==> src/rtl/btn_debounce.sv <==
// Multi-channel push-button debouncer: synchronizer chain plus a
// four-state qualify FSM per channel, with registered level and edge pulses.
module btn_debounce #(
  parameter int WIDTH           = 4,
  parameter int SYNC_STAGES     = 2,
  parameter int DEBOUNCE_CYCLES = 1000000
) (
  input  logic             clk_i,
  input  logic             arstn_i,
  input  logic [WIDTH-1:0] btn_i,
  output logic [WIDTH-1:0] btn_o,
  output logic [WIDTH-1:0] rise_o,
  output logic [WIDTH-1:0] fall_o
);

  localparam int CW = $clog2(DEBOUNCE_CYCLES);
  localparam logic [CW-1:0] CNT_MAX = CW'(DEBOUNCE_CYCLES - 1);

  typedef enum logic [1:0] {
    LOW,
    TO_HIGH,
    HIGH,
    TO_LOW
  } state_t;

  for (genvar g = 0; g < WIDTH; g++) begin : g_ch
    logic [SYNC_STAGES-1:0] sync_q;
    logic                   sync;
    state_t                 state_q, state_d;
    logic [CW-1:0]          cnt_q, cnt_d;
    logic                   rise_d, fall_d;
    logic                   btn_q, rise_q, fall_q;

    always_ff @(posedge clk_i or negedge arstn_i) begin
      if (!arstn_i) begin
        sync_q <= '0;
      end else begin
        sync_q <= {sync_q[SYNC_STAGES-2:0], btn_i[g]};
      end
    end

    assign sync = sync_q[SYNC_STAGES-1];

    always_comb begin
      state_d = state_q;
      cnt_d   = cnt_q;
      rise_d  = 1'b0;
      fall_d  = 1'b0;
      unique case (state_q)
        LOW: begin
          if (sync) begin
            state_d = TO_HIGH;
            cnt_d   = '0;
          end
        end
        TO_HIGH: begin
          if (!sync) begin
            state_d = LOW;
            cnt_d   = '0;
          end else if (cnt_q == CNT_MAX) begin
            state_d = HIGH;
            rise_d  = 1'b1;
          end else begin
            cnt_d = cnt_q + 1'b1;
          end
        end
        HIGH: begin
          if (!sync) begin
            state_d = TO_LOW;
            cnt_d   = '0;
          end
        end
        TO_LOW: begin
          if (sync) begin
            state_d = HIGH;
            cnt_d   = '0;
          end else if (cnt_q == CNT_MAX) begin
            state_d = LOW;
            fall_d  = 1'b1;
          end else begin
            cnt_d = cnt_q + 1'b1;
          end
        end
        default: begin
          state_d = LOW;
          cnt_d   = '0;
        end
      endcase
    end

    // Level and pulses are separate flops so outputs never see decode logic.
    always_ff @(posedge clk_i or negedge arstn_i) begin
      if (!arstn_i) begin
        state_q <= LOW;
        cnt_q   <= '0;
        btn_q   <= 1'b0;
        rise_q  <= 1'b0;
        fall_q  <= 1'b0;
      end else begin
        state_q <= state_d;
        cnt_q   <= cnt_d;
        rise_q  <= rise_d;
        fall_q  <= fall_d;
        if (rise_d) begin
          btn_q <= 1'b1;
        end else if (fall_d) begin
          btn_q <= 1'b0;
        end
      end
    end

    assign btn_o[g]  = btn_q;
    assign rise_o[g] = rise_q;
    assign fall_o[g] = fall_q;
  end

endmodule

==> config.mk <==
export PLATFORM = sky130hd
export DESIGN_NAME = btn_debounce
export DESIGN_NICKNAME = d
export VERILOG_FILES = /design/src/rtl/btn_debounce.sv
export SDC_FILE = /design/constraint.sdc
export NUM_CORES = 1
export LEC_CHECK = 0
export BUFFER_PORTS_ARGS = -buffer_cell sky130_fd_sc_hd__buf_2
export CAP_MARGIN = 25
export CORE_ASPECT_RATIO = 1.5
export CORE_MARGIN = 5
export CORE_UTILIZATION = 50
export CTS_CLUSTER_SIZE = 16
export DETAILED_ROUTE_END_ITERATION = 10
export PLACE_DENSITY = 0.66
export REMOVE_ABC_BUFFERS = 1
export SLEW_MARGIN = 20
export SYNTH_ARGS = -nofsm -noshare
export SYNTH_HDL_FRONTEND = slang
export SYNTH_SLANG_ARGS = --single-unit
==> constraint.sdc <==
create_clock -name clk_i -period 2.25 [get_ports clk_i]
set_input_delay 0.3375 -clock clk_i [delete_from_list [all_inputs] [get_ports clk_i]]
set_output_delay 0.3375 -clock clk_i [all_outputs]
set_load 0.02 [all_outputs]
Yosys cells after proc, flatten, opt, wreduce, memory -nomap -nowiden
Cells that the tools add are included.
{"block": "word_totals", "mem_count": 0, "register_bits": 108, "romBits": 0, "latchBits": 0, "ram_bits": 0, "output_inout_bits": 12, "inputBits": 6}
{"block": "op_classes", "n_shift": 0, "n_div": 0, "n_eq_ne": 32, "mux": 80, "mul": 0, "addsub": 4, "reduce_logical": 16, "n_bitwise": 0, "n_lt_le_gt_ge": 0}
{"op": "2-to-1 mux 20 bit", "n": 20}
{"op": "one-hot mux 20 bit (4 select lines)", "n": 4}
{"op": "adder 20 x 1 -> 20 bit (second input constant)", "n": 4}
{"op": "== test 20 bit (second input constant)", "n": 4}
{"op": "2-to-1 mux 2 bit", "n": 24}
{"op": "one-hot mux 2 bit (4 select lines)", "n": 4}
{"op": "2-to-1 mux 1 bit", "n": 28}
{"op": "inequality test 3 bit (second input constant)", "n": 8}
{"op": "== test 2 bit (second input constant)", "n": 8}
{"op": "inequality test 2 bit (second input constant)", "n": 8}
{"op": "AND reduction 4 bit", "n": 4}
{"op": "== test 2 x 1 -> 1 bit (second input constant)", "n": 4}
{"op": "logical NOT 2 bit", "n": 4}
{"op": "AND reduction 2 bit", "n": 4}
{"op": "nonzero test 2 bit", "n": 4}

Logic depth before layout (Yosys ltp)
Gate-level depths: netlist (run 1).
{"block": "logic_depth", "ltp_word": 6, "ltp_mapped": 7, "mapped_depth_nobuf": 6}

Worst setup path before layout (run 1)
No wires, ideal clock.
{"block": "synth_path", "path_type": "reg2reg", "start": "reg g_ch[3].cnt_q[6]", "end": "reg g_ch[3].cnt_q[6]", "path_stages_with_launch": 6, "setup_slack_ns": 0.288, "t_arrival_ns": 1.830, "path_cell_list": "dfrtp_1 -> or4_4 -> or4_4 -> nand3_1 -> xor2_1 -> nor2_1"}
{"block": "synth_between", "elab_chain_cells": 4}
{"element": "start, declared", "line_no": "30", "text": "logic [CW-1:0] cnt_q, cnt_d;"}
{"element": "start signal, assigned", "line_no": "101", "text": "cnt_q <= cnt_d;"}
{"element": "adder 20 x 1 -> 20 bit or == test 20 bit (tied branches)"}
{"element": "2-to-1 mux 20 bit (*)", "line_no": "60, 77"}
{"element": "2-to-1 mux 20 bit, on equally long branches", "line_no": "74, 57"}
{"element": "one-hot mux 20 bit (4 select lines) (*)", "line_no": "49", "text": "unique case (state_q)"}
Mark *: on every way between the ends. The rest lies on a longest branch, timed or not.
A chain may end at the register's enable or synchronous reset.

Worst setup path in the final report (run 1)
Same ends and word-level chain as after synthesis.

==> impl_results.md, run 1 <==
- TNS Setup: 0 ns
- Clk pwr share: 40.9%
- Yosys cell types: 57
- CP Capture Type: flip-flop
- # diodes: 0
- Internal cell power: 2.815 mW
- Layout area overhead: 9.562%
- Yosys top cell area share: 48.26%
- DIE WIDTH: 96.41 µm
- FF-to-FF End: g_ch[3].cnt_q[6]
- DP Cell Count: 729
- Starting Density: 50.93%
- IO Pins: 18
- First-pass GRT wire length: 19,420 µm
- Die area: 0.01346 mm²
- Final worst slack: 0.1625 ns
- DR WL/cell: 14.68 µm
- Total gr overflow: 0
- Worst slew pin tran: 0.6559 ns
- Post-synthesis instance area: 0.005600 mm²
- Hold depth: 1
- Clock period minus worst slack: 2.088 ns
- Top-count cell post-synth: dfrtp_1
- Primary FF master, synth: dfrtp_1
- GRT Overall Usage: 17.82%
- Gate Count Post-Synth: 582
- Vias/cell: 5.714
- Post-route antenna net violation count: 0
- Clock Sinks: 108
- Worst hold start: btn_i[2]
- Largest net degree at the start of global routing: 61
- PortBufs: 17
- GPL Wtd Cong: 0.8412
- Clk_lat worst skew: 0.34 ns
- DR top layer: met4
- Sw power: 0.8610 mW
- Ys async rst share: 100.0%
- EDFF count, synth: 0
- Synth warn: 0
- CP arrival: 2.31 ns
- Power Total: 3.676 mW
- Htree depth: 3
- Unrepaired setup endpoints after global routing: false
- Met3 wire length: 317 µm
- Met2 wire len: 5901 µm
- Seq/Total Area, Yosys: 48.26%
- Cells taking the most area after synthesis: dfrtp_1 (48%), xor2_1 (5.6%), nor2_1 (4.9%)
- Finished Cell Area: 0.006136 mm²
- Combinational Power Share: 4.8%
- Synthesized flop and latch total: 108
- Routed wire length: 10,950 µm
- Relative slew margins: 56.11%
- Die height: 139.6 µm
- R2R depth: 5
- Pwr Density: 599.2 mW/mm²
- Max FO, Critical Path: 6
- Share of cells above drive strength 1: 11.35%
- FF-to-FF setup slack: 0.16 ns
- CTS tree: built
- Post-route met1 wirelength: 4569 µm
- Vias: 4,263
- Pins Over Slew Limit: 0
- WHS: 0.09699 ns
- Worst VDD drop: 0.4777 mV
- Area leader, netlist: dfrtp_1
- Num CTS Buffers: 9
- Setup violators final: 0
- DP Worst Slack: 0.1950 ns
- Status: finished, final reports clean
- Synth cell count leaders: dfrtp_1 (108), nor2_1 (73), nand2_1 (42), xor2_1 (36), nand3_1 (33)
- Final nets: 604
- Post-route DRC violation count: 0
- Initial antenna violation count: 0
- Number of DRC markers in iteration 0: 242
- Post-CTS resize count: 0
- Final hold violation count: 0
- Reg-to-Reg Start: g_ch[3].cnt_q[6]
- Clock skew: 0.008721 ns
- Hold-critical path endpoint: g_ch[2].sync_q[0]
- Reg power frac: 54.3%
- Tcrit/Tclk final: 92.78%
- Post-Layout Cell Count: 746
- Area after DPL: 0.005841 mm²
- Number of global-route vias before repair: 4,205
- Maximum buffer depth of the clock tree: 2
- Leakage dissipation: 2.693 nW
- Crit start category: flip-flop
- Worst endpoint required time: 2.48 ns
- Max-Cap Viols: 0
- Avg Inst Size Synth: 9.623 µm²
- Row cnt: 47
- Peak Freq: 0.4790 GHz
- Critical path start-end classification: reg2reg
- DR pass1 iterations: 4
- DP Wirelength: 7922 µm
- Clk Tree Root Cell: clkbuf_16
- Sw Ratio: 23.42%
- Total core area: 0.01100 mm²
- Core Util, Final: 55.80%
- Hold Crit Class: in2reg
- Reg clk slew, reported paths: 0.07 ns
## layout by cell type, fill, tap and decap left out, types with 17 or more instances in the layout
cell type	count
xnor2_1	20
and3_1	17
nor2_1	73
nand4_1	32
xor2_1	36
buf_4	18
dfrtp_1	108
nand3_1	33
nand2_1	42
o21ai_0	29
## logic make-up (layout without fill, tap and decap cells)
kind of cell | count (synthesis) | count (layout) | synth area share (%)
muxes | 6 | 6 | 1.139
xor gates and xnor gates | 56 | 56 | 8.758
buffers and inverters | 46 | 63 | 3.932
AOI/OAI and AO/OA | 91 | 91 | 10.37
and+or+nand+nor | 271 | 271 | 26.65
adders and majority gates | 4 | 4 | 0.8937
DFF | 108 | 108 | 48.26
## worst max-delay path by stage
stage                           from                to  slack, ns
finish              g_ch[3].cnt_q[6]  g_ch[3].cnt_q[6]       0.16
CTS                 g_ch[3].cnt_q[6]  g_ch[3].cnt_q[6]       0.18
detailed placement  g_ch[3].cnt_q[6]  g_ch[3].cnt_q[6]       0.20
global placement    g_ch[3].cnt_q[6]  g_ch[3].cnt_q[6]       0.22
floorplan           g_ch[3].cnt_q[6]  g_ch[3].cnt_q[6]       0.27
global route        g_ch[0].cnt_q[7]  g_ch[0].cnt_q[1]       0.08
## power by group through the flow
stage | sequential [mW] | combinational (mW) | clock, mW
2_1_floorplan | 2.03 | 0.0818 | 0
3_3_place_gp | 2.03 | 0.175 | 0
3_5_place_dp | 2.03 | 0.179 | 0
4_1_cts | 1.99 | 0.181 | 1.55
5_1_grt | 2.00 | 0.201 | 1.63
6_report | 2.00 | 0.176 | 1.50
## area by class of cell
| cell class | instances | area, µm² |
|---|---|---|
| sequential | 108 | 2703 |
| multi-input combinational | 428 | 2678 |
| timing repair buffer | 36 | 245.2 |
| clock inverter | 6 | 46.29 |
| tap | 147 | 183.9 |
| fill | 971 | 4861 |
| clock buffer | 10 | 239.0 |
| inverter | 11 | 41.29 |
## critical path, cell delays in order (launching register included)
cell	delay, ns
dfrtp_1	0.45
or4_4	0.59
or4_4	0.57
nand3_1	0.16
xor2_1	0.16
nor2_1	0.05
## routing by layer
metal | vias to the layer above | global-route usage (%)
met1 | 2079 | 21.64
met4 | 0 | 5.691
met3 | 15 | 3.186
met2 | 65 | 31.38
met5 | - | 0
li1 | 2104 | -
## sequential cells by signal, indices dropped and copies added (netlist names), named ones only
signal	flops
g_ch.btn_q	4
g_ch.cnt_q	80
g_ch.fall_q	4
g_ch.rise_q	4
g_ch.state_q	4
g_ch.sync_q	8
## what timing repair did
item	in CTS	in global routing
endpoints found under the setup margin	0	0
hold buffers	1	0
buffers inserted	0	0
hold endpoints to repair	17	0
Power figures use the tool's default switching activity.
==> run 2, diff against run 1 <==
CORE_MARGIN = 1   (was 5)
clock period = 2 ns   (was 2.25 ns; I/O delays follow)
==> impl_results.md, run 2 (same netlist as run 1, synthesis figures left out) <==
- Status: finished, final reports clean (unchanged)
- FF-to-FF setup slack: 0.04 ns (was 0.16 ns)
- Commonest non-fill, non-tap cells in the layout: dfrtp_1 (108), nor2_1 (72), nand2_1 (42) (was dfrtp_1 (108), nor2_1 (73), nand2_1 (42))
- Worst slew pin tran: 0.7819 ns (was 0.6559 ns)
- Biggest regs: g_ch.cnt_q: 80 flops, g_ch.sync_q: 8 flops (unchanged)
- TNS Setup: 0 ns (unchanged)
- Critical path start-end classification: reg2reg (unchanged)
- Met3 usage: 4.397% (was 3.186%)
- Total core area: 0.01100 mm² (unchanged)
- Reg clk slew, reported paths: 0.08 ns (was 0.07 ns)
- Global-route track usage on met2: 37.01% (was 31.38%)
- IO Pins: 18 (unchanged)
- Largest net degree at the start of global routing: 45 (was 61)
- Max-Cap Viols: 0 (unchanged)
- Worst endpoint required time: 2.24 ns (was 2.48 ns)
- Clk Tree Root Cell: clkbuf_16 (unchanged)
- DIE WIDTH: 88.41 µm (was 96.41 µm)
- Fillcell total: 978 (was 971)
- Reg power frac: 53.1% (was 54.3%)
- GRT Overall Usage: 21.61% (was 17.82%)
- Worst VDD drop: 0.5641 mV (was 0.4777 mV)
- Maximum buffer depth of the clock tree: 2 (unchanged)
- Sw Ratio: 25.12% (was 23.42%)
- Total gr overflow: 0 (unchanged)
- Clk pwr share: 41.8% (was 40.9%)
- GPL Wtd Cong: 0.8168 (was 0.8412)
- Pwr Density: 663.4 mW/mm² (was 599.2 mW/mm²)
- Area after DPL: 0.006003 mm² (was 0.005841 mm²)
- Finished Cell Area: 0.006367 mm² (was 0.006136 mm²)
- Number of DRC markers in iteration 0: 221 (was 242)
- Hold Crit Class: in2reg (unchanged)
- DR WL/cell: 15.29 µm (was 14.68 µm)
- Die height: 131.6 µm (was 139.6 µm)
- GRT met1 Usage: 26.69% (was 21.64%)
- Max incr delay on CP: 0.57 ns (was 0.59 ns)
- Tcrit/Tclk final: 97.88% (was 92.78%)
- Internal cell power: 3.163 mW (was 2.815 mW)
- Layout area overhead: 13.70% (was 9.562%)
- Pins Over Slew Limit: 0 (unchanged)
- CP cell instances: or4b_4 > or4_4 > nand4_1 > xor2_1 > nor2_1 (was or4_4 > or4_4 > nand3_1 > xor2_1 > nor2_1)
- Reg with most FFs: g_ch.cnt_q (unchanged)
- Htree depth: 3 (unchanged)
- CP arrival: 2.20 ns (was 2.31 ns)
- Final hold violation count: 0 (unchanged)
- Power Total: 4.224 mW (was 3.676 mW)
- Num CTS Buffers: 9 (unchanged)
- Sw power: 1.061 mW (was 0.8610 mW)
- Leakage dissipation: 2.814 nW (was 2.693 nW)
- Vias/cell: 5.747 (was 5.714)
- Setup violators final: 0 (unchanged)
- Final nets: 624 (was 604)
- Die area: 0.01164 mm² (was 0.01346 mm²)
- Max FO, Critical Path: 3 (was 6)
- Max stage delay cell, worst path: or4_4 (unchanged)
- Initial antenna violation count: 0 (unchanged)
- First-pass GRT wire length: 20,100 µm (was 19,420 µm)
- DP Wirelength: 8086 µm (was 7922 µm)
- Share of cells above drive strength 1: 16.16% (was 11.35%)
- # diodes: 0 (unchanged)
- Clock Sinks: 108 (unchanged)
- Relative slew margins: 47.68% (was 56.11%)
- Combinational Power Share: 5.1% (was 4.8%)
- DP Worst Slack: 0.01828 ns (was 0.1950 ns)
- Post-route DRC violation count: 0 (unchanged)
- Number of global-route vias before repair: 4,438 (was 4,205)
- CP delay by family, top: simple AND/OR/NAND/NOR gates (unchanged)
- Buf+Inv Stages, Crit Path: 0 (unchanged)
- CP Capture Type: flip-flop (unchanged)
- PortBufs: 17 (unchanged)
- Starting Density: 50.93% (unchanged)
- Commonest non-fill, non-tap cell in the layout: dfrtp_1 (unchanged)
- Clk_lat worst skew: 0.35 ns (was 0.34 ns)
- Row cnt: 47 (unchanged)
- CTS tree: built (unchanged)
- Core Util, Final: 57.90% (was 55.80%)
- Clock skew: 0.01135 ns (was 0.008721 ns)
- Peak Freq: 0.5108 GHz (was 0.4790 GHz)
- Final worst slack: 0.04244 ns (was 0.1625 ns)
- Clock period minus worst slack: 1.958 ns (was 2.088 ns)
- Routed wire length: 11,720 µm (was 10,950 µm)
- Vias: 4,402 (was 4,263)
- Crit start category: flip-flop (unchanged)
- Max FFs per register: 80 (unchanged)
- DR pass1 iterations: 4 (unchanged)
- Unrepaired setup endpoints after global routing: true (was false)
- GRT busiest layer: met2 (unchanged)
- Post-route antenna net violation count: 0 (unchanged)
-- run 2: cell types whose count changed in the layout (fill, tap and decap cells not counted), sizes merged --
cell | before | now
clkbuf | 10 | 9
buf | 35 | 55
clkinv | 2 | 1
inv | 14 | 16
-- run 2: power groups by stage --
| stage | registers (mW) | clock network (mW) | logic, mW |
|---|---|---|---|
| final | 2.24 | 1.77 | 0.214 |
| after global routing | 2.25 | 1.90 | 0.241 |
| after CTS | 2.24 | 1.81 | 0.217 |
| after detailed placement | 2.29 | 0 | 0.214 |
| after global placement | 2.29 | 0 | 0.207 |
| after floorplan | 2.28 | 0 | 0.0920 |
-- run 2: timing repair --
item,4_1_cts,5_1_grt
hold endpoints to repair,36,0
setup endpoints to repair,1,19
gates resized for setup,1,13
buffers inserted,0,0
pin swaps,0,9
hold buffers,1,0
-- run 2: cell type report --
cell class	count	area [µm²]	area share, %
clock inverter	7	65.06	1.022
timing repair buffer	56	411.6	6.465
clock buffer	9	225.2	3.537
inverter	11	41.29	0.6485
multi-input combinational	428	2738	42.99
sequential	108	2703	42.44
tap	147	183.9	2.889
-- run 2: final timing paths --
check	start	endpoint	depth (start not counted)
worst max register to register	g_ch[3].cnt_q[7]	g_ch[3].cnt_q[8]	5
worst max-delay path	g_ch[3].cnt_q[7]	g_ch[3].cnt_q[8]	5
worst min-delay path	btn_i[2]	g_ch[2].sync_q[0]	1
max in group asynchronous	arstn_i	g_ch[0].cnt_q[2]	3
worst min register to register	g_ch[0].sync_q[0]	g_ch[0].sync_q[1]	0
min in group asynchronous	arstn_i	g_ch[3].cnt_q[17]	2
-- run 2: metrics by stage --
stage	std cells	hold slack, ns
3_3_place_gp	749	0.2939
3_5_place_dp	749	0.3050
6_report	766	0.04962
5_1_grt	766	0.03107
2_1_floorplan	547	0.004409
4_1_cts	766	0.03834
-- run 2: metal layers --
| metal | vias to the layer above | routed length, µm | share of wire, % |
|---|---|---|---|
| met5 | - | 0 | 0 |
| met4 | 0 | 180 | 1.5 |
| met3 | 13 | 242 | 2.1 |
| met2 | 63 | 6202 | 53 |
| met1 | 2178 | 5090 | 43 |
| li1 | 2148 | - | - |
==> run 3, diff against run 2 <==
ABC_AREA = 1   (was unset)
clock period = 1.92 ns   (was 2 ns; I/O delays follow)
==> impl_results.md, run 3 <==
- Status: finished, final reports clean (unchanged)
- Initial antenna violation count: 0 (unchanged)
- IO Pins: 18 (unchanged)
- Layout area overhead: 8.162% (was 13.70%)
- Main combinational cell family by area after synthesis: simple AND/OR/NAND/NOR gates (unchanged)
- Avg Inst Size Synth: 6.940 µm² (was 9.623 µm²)
- Gate Count Post-Synth: 983 (was 582)
- Post-Synth Adder-Cell Area: 0.7337% (was 0.8937%)
- Reg-to-Reg Start: g_ch[1].cnt_q[0] (was g_ch[3].cnt_q[7])
- Pins Over Slew Limit: 0 (unchanged)
- Clock Sinks: 108 (unchanged)
- Peak Freq: 0.6019 GHz (was 0.5108 GHz)
- Max incr delay on CP: 0.48 ns (was 0.57 ns)
- Relative slew margins: 70.99% (was 47.68%)
- Buf+Inv Stages, Crit Path: 1 (was 0)
- GPL Wtd Cong: 0.9059 (was 0.8168)
- Tcrit/Tclk final: 86.53% (was 97.88%)
- Total gr overflow: 0 (unchanged)
- PortBufs: 17 (unchanged)
- Number of global-route vias before repair: 5,783 (was 4,438)
- Reg clk slew, reported paths: 0.07 ns (was 0.08 ns)
- Seq/Total Area, Yosys: 39.62% (was 48.26%)
- Biggest regs: g_ch.cnt_q: 80 flops, g_ch.sync_q: 8 flops (unchanged)
- Clk Tree Root Cell: clkbuf_16 (unchanged)
- Routed wire length: 15,550 µm (was 11,720 µm)
- Worst hold start: btn_i[0] (was btn_i[2])
- Vias: 6,187 (was 4,402)
- Crit start category: flip-flop (unchanged)
- Reg with most FFs: g_ch.cnt_q (unchanged)
- Vias/cell: 5.311 (was 5.747)
- Area leader, netlist: dfrtp_1 (unchanged)
- GRT Overall Usage: 22.56% (was 21.61%)
- Post-route DRC violation count: 0 (unchanged)
- Number of DRC markers in iteration 0: 221 (unchanged)
- Total core area: 0.01315 mm² (was 0.01100 mm²)
- Setup violators final: 0 (unchanged)
- Yosys top cell area share: 39.62% (was 48.26%)
- Core Util, Final: 56.13% (was 57.90%)
- Starting Density: 51.89% (was 50.93%)
- TNS Setup: 0 ns (unchanged)
- Post-synthesis instance area: 0.006822 mm² (was 0.005600 mm²)
- First-pass GRT wire length: 26,530 µm (was 20,100 µm)
- Max FO, Critical Path: 8 (was 3)
- Clock period minus worst slack: 1.661 ns (was 1.958 ns)
- Worst endpoint required time: 2.17 ns (was 2.24 ns)
- Commonest non-fill, non-tap cell in the layout: nand2_1 (was dfrtp_1)
- Final hold violation count: 0 (unchanged)
- Cells taking the most area after synthesis: dfrtp_1 (40%), nand2_1 (16%), nand3_1 (8.7%) (was dfrtp_1 (48%), xor2_1 (5.6%), nor2_1 (4.9%))
- Share of cells above drive strength 1: 10.04% (was 16.16%)
- Max stage delay cell, worst path: dfrtp_1 (was or4_4)
- Clock skew: 0.009223 ns (was 0.01135 ns)
- Hold Crit Class: in2reg (unchanged)
- DIE WIDTH: 97.37 µm (was 88.41 µm)
- Synthesized flop and latch total: 108 (unchanged)
- DR pass1 iterations: 5 (was 4)
- Critical path start-end classification: reg2reg (unchanged)
- DP Wirelength: 11,730 µm (was 8086 µm)
- Synth cell count leaders: nand2_1 (282), nor2_1 (140), nand3_1 (119), inv_1 (110), dfrtp_1 (108) (was dfrtp_1 (108), nor2_1 (73), nand2_1 (42), xor2_1 (36), nand3_1 (33))
- Max FFs per register: 80 (unchanged)
- Post-synthesis mux area share: 0% (was 1.139%)
- Synth warn: 0 (unchanged)
- Leakage dissipation: 3.611 nW (was 2.814 nW)
- Maximum buffer depth of the clock tree: 2 (unchanged)
- CP delay by family, top: simple AND/OR/NAND/NOR gates (unchanged)
- Compound-cell area share of the yosys netlist: 5.393% (was 10.37%)
- Fillcell total: 1,314 (was 978)
- Post-route antenna net violation count: 0 (unchanged)
- Worst slew pin tran: 0.4331 ns (was 0.7819 ns)
- Top-count cell post-synth: nand2_1 (was dfrtp_1)
- Clk_lat worst skew: 0.35 ns (about the same)
- Commonest non-fill, non-tap cells in the layout: nand2_1 (282), nor2_1 (140), nand3_1 (119) (was dfrtp_1 (108), nor2_1 (72), nand2_1 (42))
- Die area: 0.01412 mm² (was 0.01164 mm²)
- Row cnt: 51 (was 47)
- Post-Synth Simple-Gate Area: 42.46% (was 26.65%)
- Die height: 145.1 µm (was 131.6 µm)
- Largest net degree at the start of global routing: 71 (was 45)
- Num CTS Buffers: 9 (unchanged)
- CTS tree: built (unchanged)
- Final nets: 1,012 (was 624)
- CP cell instances: ha_1 > nand2_1 > nor2_4 > nand3_1 > nand3_1 > nand2_1 > inv_1 > nor2_1 (was or4b_4 > or4_4 > nand4_1 > xor2_1 > nor2_1)
- Yosys cell types: 47 (was 57)
- Crit path from: g_ch[1].cnt_q[0] (was g_ch[3].cnt_q[7])
- # diodes: 0 (unchanged)
- Worst VDD drop: 0.3712 mV (was 0.5641 mV)
- Ys async rst share: 100.0% (unchanged)
- CP Capture Type: flip-flop (unchanged)
- Post-Synth XOR/XNOR Area: 2.660% (was 8.758%)
- Htree depth: 3 (unchanged)
- Primary FF master, synth: dfrtp_1 (unchanged)
- CP arrival: 1.91 ns (was 2.20 ns)
- Pwr Density: 675.1 mW/mm² (was 663.4 mW/mm²)
- DR WL/cell: 13.35 µm (was 15.29 µm)
- Unrepaired setup endpoints after global routing: false (was true)
- EDFF count, synth: 0 (unchanged)
- Post-CTS resize count: 0 (was 1)
- Max-Cap Viols: 0 (unchanged)
-- run 3: where the power goes --
part,switching (mW),leakage [nW],total (mW),internal (mW)
logic,0.507,1.99,0.712,0.205
clock network,0.895,0.146,1.87,0.972
registers,0.0675,1.47,2.40,2.33
total,1.47,3.61,4.98,3.51
-- run 3: layout make-up --
type | count | area, µm² | share of cell area [%]
clock inverter | 4 | 40.04 | 0.5426
sequential | 108 | 2703 | 36.63
timing repair buffer | 31 | 220.2 | 2.985
tap | 159 | 198.9 | 2.696
multi-input combinational | 728 | 3496 | 47.38
clock buffer | 11 | 252.7 | 3.425
inverter | 124 | 467.9 | 6.342
-- run 3: final timing paths --
check	end	slack, ns	depth (start not counted)
setup / recovery	g_ch[1].cnt_q[6]	0.26	8
hold / removal	g_ch[0].sync_q[0]	0.04	1
setup reg to reg	g_ch[1].cnt_q[6]	0.26	8
hold reg to reg	g_ch[0].sync_q[1]	0.35	0
max in group asynchronous	g_ch[2].sync_q[1]	1.11	3
min in group asynchronous	g_ch[1].cnt_q[12]	0.45	3
-- run 3: kinds of logic (layout without fill, tap and decap cells) --
group	after synthesis	after routing
DFF	108	108
buffers and inverters	147	170
AOI/OAI and AO/OA	67	67
xor gates and xnor gates	19	19
and+or+nand+nor	638	638
adders and majority gates	4	4
-- run 3: metal layers --
| metal | vias up | global-route usage, % | share of wire, % |
|---|---|---|---|
| met5 | - | 0 | 0 |
| met4 | 0 | 8.309 | 2.4 |
| met3 | 27 | 2.890 | 2.6 |
| met2 | 95 | 39.86 | 51 |
| met1 | 2885 | 27.84 | 44 |
| li1 | 3180 | - | - |
-- run 3: per-stage QoR --
stage | instance area [µm²] | power [mW] | worst slack (ns) | hold WS, ns | cells
floorplan | 6666 | 2.901 | 0.3088 | -0.007591 | 960
global placement | 7076 | 3.162 | 0.3284 | 0.2887 | 1149
detailed placement | 7076 | 3.163 | 0.2861 | 0.2881 | 1149
CTS | 7378 | 5.045 | 0.2679 | 0.02677 | 1165
global route | 7378 | 5.196 | 0.08291 | 0.03052 | 1165
finish | 7378 | 4.981 | 0.2585 | 0.03889 | 1165
-- run 3: what timing repair did --
item                      in CTS  in global routing
hold buffers                   1                  0
hold endpoints to repair     108                  0
buffers inserted               0                  0
